<file path="src/rtl/param_sp_ram.sv">
// Parametrised single-port synchronous RAM.
// It has a selectable read-during-write policy and an optional output register.
// A clear engine sweeps CLEAR_VAL into every word after reset or on a clr pulse.
module param_sp_ram #(
    parameter int                 DATA_W    = 8,
    parameter int                 ADDR_W    = 8,
    parameter int                 RDW_MODE  = 0,
    parameter int                 OUT_REG   = 0,
    parameter logic [DATA_W-1:0]  CLEAR_VAL = '0
) (
    input  logic              clk,
    input  logic              rst_n,
    input  logic              rd,
    input  logic              wr,
    input  logic [ADDR_W-1:0] addr,
    input  logic [DATA_W-1:0] d_in,
    input  logic              clr,
    output logic [DATA_W-1:0] d_out,
    output logic              d_valid,
    output logic              busy
);

    localparam int              DEPTH    = 2 ** ADDR_W;
    localparam logic [ADDR_W:0] CNT_LAST = (ADDR_W + 1)'(DEPTH - 1);

    typedef enum logic {CLEAR, RUN} state_t;

    state_t              state, state_nxt;
    logic [ADDR_W:0]     cnt, cnt_nxt;
    logic [DATA_W-1:0]   mem [DEPTH];

    logic                wr_en;
    logic [ADDR_W-1:0]   wr_addr;
    logic [DATA_W-1:0]   wr_data;
    logic                rd_fire;
    logic [DATA_W-1:0]   rd_data;
    logic                src_vld;
    logic [DATA_W-1:0]   src_dat;

    // State and clear-counter register; reset always restarts the sweep at word 0.
    always_ff @(posedge clk or negedge rst_n) begin
        if (!rst_n) begin
            state <= CLEAR;
            cnt   <= '0;
        end else begin
            state <= state_nxt;
            cnt   <= cnt_nxt;
        end
    end

    // Next state plus array port steering.
    // The clear engine owns the write port in CLEAR, and user requests are dropped there.
    always_comb begin
        state_nxt = state;
        cnt_nxt   = cnt;
        wr_en     = 1'b0;
        wr_addr   = addr;
        wr_data   = d_in;
        rd_fire   = 1'b0;
        case (state)
            CLEAR: begin
                wr_en   = 1'b1;
                wr_addr = cnt[ADDR_W-1:0];
                wr_data = CLEAR_VAL;
                if (cnt == CNT_LAST) begin
                    state_nxt = RUN;
                    cnt_nxt   = '0;
                end else begin
                    cnt_nxt = cnt + (ADDR_W + 1)'(1);
                end
            end
            default: begin
                wr_en   = wr;
                rd_fire = rd;
                if (clr) begin
                    state_nxt = CLEAR;
                    cnt_nxt   = '0;
                end
            end
        endcase
    end

    // Read and write share one address.
    // Write-first forwards d_in, while read-first sees the old word because the array update is non-blocking.
    assign rd_data = (RDW_MODE != 0 && wr) ? d_in : mem[addr];
    assign busy    = (state == CLEAR);

    // Array storage; deliberately not reset, the clear engine initialises it.
    always_ff @(posedge clk) begin
        if (wr_en) mem[wr_addr] <= wr_data;
    end

    generate
        if (OUT_REG != 0) begin : g_oreg
            logic              p_vld;
            logic [DATA_W-1:0] p_dat;

            // Extra read stage; flushed by reset but untouched by clr so in-flight reads complete.
            always_ff @(posedge clk or negedge rst_n) begin
                if (!rst_n) begin
                    p_vld <= 1'b0;
                    p_dat <= '0;
                end else begin
                    p_vld <= rd_fire;
                    if (rd_fire) p_dat <= rd_data;
                end
            end
            assign src_vld = p_vld;
            assign src_dat = p_dat;
        end else begin : g_noreg
            assign src_vld = rd_fire;
            assign src_dat = rd_data;
        end
    endgenerate

    // Output register: d_out holds the last read value, and d_valid pulses once per completed read.
    always_ff @(posedge clk or negedge rst_n) begin
        if (!rst_n) begin
            d_out   <= '0;
            d_valid <= 1'b0;
        end else begin
            d_valid <= src_vld;
            if (src_vld) d_out <= src_dat;
        end
    end

endmodule
</file>
<file path="config.mk">
export PLATFORM = sky130hd
export DESIGN_NAME = param_sp_ram
export DESIGN_NICKNAME = d
export VERILOG_FILES = /design/src/rtl/param_sp_ram.sv
export SDC_FILE = /design/constraint.sdc
export NUM_CORES = 2
export LEC_CHECK = 0
export CAP_MARGIN = 15
export CELL_PAD_IN_SITES_DETAIL_PLACEMENT = 1
export CELL_PAD_IN_SITES_GLOBAL_PLACEMENT = 2
export CORE_MARGIN = 10
export CORE_UTILIZATION = 50
export DETAILED_ROUTE_END_ITERATION = 8
export PLACE_DENSITY_LB_ADDON = 0.3
export SYNTH_ARGS = -nofsm -noshare
export SYNTH_HDL_FRONTEND = slang
export SYNTH_SLANG_ARGS = --single-unit
</file>
<file path="constraint.sdc">
create_clock -name clk -period 6.6 [get_ports clk]
set_input_delay 0.66 -clock clk [delete_from_list [all_inputs] [get_ports clk]]
set_output_delay 0.66 -clock clk [all_outputs]
set_load 0.02 [all_outputs]
</file>
Word level (Yosys, flattened, before mapping)
Memory sizes are Yosys's and may differ from the RTL's. A register that Yosys moved wholly into a read port is not among the register bits. Index checks and enable logic that the tools add are counted.

$add $sub $neg: 1. $mul: 0. Divide/modulo/power cells: 0. Magnitude comparators: 0. Equality and inequality tests: 2. Shifts and indexed selects: 0. Mux-type cells: 12. Bitwise gates (word level): 1. Reductions and logical operators: 1.

Operators with widths (number): $mux 9 (3); $mux 8 (2); $add 9x1->9 const B (1); $eq 9x8->1 const B (1); $mux 1 (7); $ne 2x2->1 const B (1); $logic_not 1->1 (1); $not 1->1 (1).

Register bits after elaboration: 11. Latch bits: 0. Memory bits (writable): 2048. ROM bits: 0. Input bits: 21. Output and inout port bits: 10. Word-level logic and storage cells: 21. Memories kept: 1.

Memories: mem (depth 256, bits a word 8, read ports 1, clocked after memory_dff 1, wr ports 1, RTL line 30) `logic [DATA_W-1:0] mem [DEPTH];`.

Logic depth before layout (Yosys ltp)
Word-level depth: 3. Gate-level depth with buffers: 12. Gate-level depth less buffers: 8.

Worst setup path after synthesis
OpenSTA, ideal clock, no wires.

Path type: register -> register. Start point: register state. End point: memory mem[0][0], data pin. Library setup time: 0.867 ns. Arrival: 4.526 ns. Data required time: 5.733 ns. Slack: 1.207 ns. Cell stages (with the launch flop): 6. Path buffers: 4. Period minus slack after synthesis: 5.393 ns. Cells stage by stage: dfrtp_1 -> buf_6 -> clkbuf_1 -> clkbuf_1 -> buf_1 -> and2_1.

Longest elaborated chain between the ends: 1.

Ends and longest elaborated chain: start, declared (RTL line 28) `state_t state, state_nxt;`; start signal, assigned (RTL line 46) `state <= state_nxt;`; $mux 8 (RTL line 60) `case (state)`; named net wr_data[0] (RTL line 34) `logic [DATA_W-1:0] wr_data;`; end, declared (RTL line 30).

The timed path passes the listed nets, and every way through them passes these cells.

Worst setup path in the final report
Start point: register state. End point: memory mem[161][7], enable pin.

Longest elaborated chain between the ends: 3. Elaborated cells on any way between the ends: 4. Those cells by class: mux (4).

Ends and longest elaborated chain: $mux 1 (RTL line 60); $mux 1 (RTL line 90) `if (wr_en) mem[wr_addr] <= wr_data;`; $mux 1 (not written as such) (RTL line 90).

Parallel ways exist; a longest one is shown, timed or not.

==> results.md <==
* CP delay by family, top: simple AND/OR/NAND/NOR gates
* Status: finished, final reports clean
* Crit-path slowest cell: o32ai_1
* Die area at 0.1785 sq mm
* R2R depth at 4
* WL/cell at about 34 um
* Crit path DAT at just over 5 ns
* Final GP Congestion at ~0.85
* # rows at about 150
* Worst Tran Pin Value at approximately 1.3 ns
* GRT Overall Usage at between 20 and 25%
* Leakage at 23.61 nW
* Initial drt markers at just under 5000
* F_max at approximately 0.22 GHz
* CP bufs+invs at 1
* Hpwl dp at approximately 130000 um
* Worst setup startpoint: state
* DRT antenna net count at 0
* Mapped cell area at 0.08100 sq mm
* R2R Path Start: state
* Layout Skew at between 0.05 and 0.06 ns
* Starting Density at between 50 and 60%
* First-pass GRT wire length at 318500 um
* Normalized max-slew margin at 12.58%
* Tmin final at approximately 4.6 ns
* Max-cap violations at 0
* Post-synth EDFFs at 2048
* Nets at around 4200
* CP Data Required Time at 7.06 ns
* Clock-pin transition on the worst setup and hold timing paths at 0.07 ns
* Crit path cell chain: inv_1 -> o32ai_1 -> nand2_1 -> nor2_1
* Core footprint at roughly 0.16 sq mm
* Die Y at 422.5 um
* Crit Path Category: reg2reg
* IO Count at 31
* Non-Filler Instances at ~6500
* Met2 wire len at about 110000 um
* Number of global-route vias before repair at 42950
* Clock buffer depth at 3
* Asr flop ratio synth at 0.9192%
* Met3 wire length at around 15000 um
* Post-CTS setup buffer count at 0
* Synth cell types at 70
* Crit-path max cell delay at 1.00 ns
* Routed wire length at approximately 220000 um
* CP Capture Type: flop
* Yosys warns at 0
* Setup TNS at 0 ns
* PostCTS Resize Cnt at 0
* Clock tree from TritonCTS: yes
* Syn Inst Count at 4050
* Post-Syn Area per Cell at ~20 sq um
* Fin util at a little under three fifths
* CTS Buf Count at slightly above 200
* Chip width at ~420 um
* Final setup viols at 0
* Period utilization at 70.41%
* Via count at slightly above 40000
* Largest net degree at the start of global routing at 190
* Clk Latency, worst-skew pair at between 0.8 and 0.9 ns
* # hold bufs at CTS at 0
* Global route overflow at 0
* Layout cells sized above 1 at 17.79%
* Min-delay worst type: in2async
* CP Launch Type: flop
* Peak VDD IR at ~0.25 mV
* Antenna violations before repair at 2
* Register area share after synthesis at 76.51%
* Area Growth Syn to Fin at 11.06%
* Port bufs at 30
* DP Worst Slack at about 1.5 ns
* Power per Cell Area at around 300 mW/mm^2
* Critical Path Fanout Max at 45
* Final WS setup at between 1.5 and 2 ns
* WL met1 at 90350 um
* Mapped Nets at ~4100
* H-tree Lvls at 4
* RSZ-0062 raised after global routing: false
* Via/cell ratio at around 6.4
* Iteration count of the initial detailed-routing pass at 5
* Slew Limit Fails at 0
* Highest-count cells in the layout ignoring fill and taps: edfxtp_1 (2048), mux4_2 (342), mux2i_1 (311)
* Post-route DRC at 0
* Max Used Layer: met4
* Most common cell after layout, fill and taps aside: edfxtp_1
* Hold Fails Final Rpt at 0
* Post-synth top flop: edfxtp_1
* Clock root cell: clkbuf_16
* Cell count after placement at ~6100
* Cell count along the critical path at 4
* Synth Register Bits at 2067
* # clock sinks at 2067
[through the flow]
stage	power [mW]	cell area, sq um	hold slack, ns
final	26.58	89960	0.1896
after detailed placement	15.17	83140	0.4910
after global placement	15.17	83090	0.4858
after global routing	27.30	89960	0.1834
after floorplan	14.97	81000	0.3644
after CTS	26.71	89890	0.1677
[final cells by class]
class,instances,area [sq um]
Multi-Input combinational cell,1727,17260
Tap cell,2160,2703
Clock inverter,134,1423
Timing Repair Buffer,121,1227
Antenna cell,1,2.502
Inverter,10,40.04
Sequential cell,2067,61980
Clock buffer,246,5326
Fill cell,13840,70790
[cells in the mapped netlist (5+ instances only)]
| library cell | number | area (sq um) |
|---|---|---|
| edfxtp_1 | 2048 | 61500 |
| mux4_2 | 342 | 7702 |
| mux2i_1 | 311 | 3113 |
| nor2_1 | 294 | 1104 |
| nand2_1 | 138 | 518.0 |
| o22ai_1 | 128 | 800.8 |
| a22oi_1 | 75 | 563.0 |
| clkbuf_1 | 75 | 281.5 |
| buf_2 | 64 | 320.3 |
| a21oi_1 | 55 | 275.3 |
| o221ai_1 | 52 | 455.4 |
| a211oi_1 | 51 | 382.9 |
| buf_6 | 47 | 529.3 |
| nand3_1 | 46 | 230.2 |
| o21ai_0 | 31 | 155.2 |
| nor3_1 | 20 | 100.1 |
| buf_4 | 19 | 142.6 |
| dfrtp_1 | 19 | 475.5 |
| and2_1 | 18 | 112.6 |
| mux4_1 | 18 | 473.0 |
| buf_8 | 16 | 240.2 |
| nor4_1 | 16 | 100.1 |
| a2111oi_0 | 15 | 131.4 |
| buf_12 | 11 | 220.2 |
| buf_1 | 10 | 37.54 |
| a211o_1 | 9 | 78.83 |
| inv_1 | 8 | 30.03 |
| or3_1 | 8 | 50.05 |
| a221oi_1 | 7 | 61.31 |
| mux2_2 | 6 | 67.56 |
| o41ai_1 | 6 | 52.55 |
| a22o_1 | 5 | 43.79 |
| a31oi_1 | 5 | 31.28 |
| and3_1 | 5 | 31.28 |
[worst paths after layout]
| path | slack (ns) | endpoint |
|---|---|---|
| setup / recovery | 1.95 | mem[161][7] |
| hold / removal | 0.19 | d_valid |
| setup reg to reg | 1.95 | mem[161][7] |
| hold reg to reg | 0.50 | cnt[8] |
| max in group asynchronous | 6.12 | state |
| min in group clk | 0.50 | cnt[8] |
[kinds of logic after synthesis]
family,count (synthesis),synth area share [%]
and+or+nand+nor,572,3.018
DFF,2067,76.51
buffers and inverters,256,2.268
xor gates and xnor gates,3,0.03244
muxes,677,14.02
AOI/OAI and AO/OA,474,4.140
adders and majority gates,1,0.01544
[report_power, final]
group,internal [mW],switching [mW],total (mW)
logic,0.229,0.466,0.695
registers,14.2,0,14.2
clock network,6.59,5.10,11.7
[sequential cells by signal (all words and copies together) (netlist names)]
| signal | count |
|---|---|
| d_valid | 1 |
| d_out | 8 |
| mem | 2048 |
| state | 1 |
| cnt | 9 |
[routing by layer]
layer	global-route usage, %	vias up
li1	-	16930
met1	33.84	22180
met2	39.64	1755
met3	3.707	339
met4	8.154	0
met5	0	-
(Power assumes the default switching activity.)
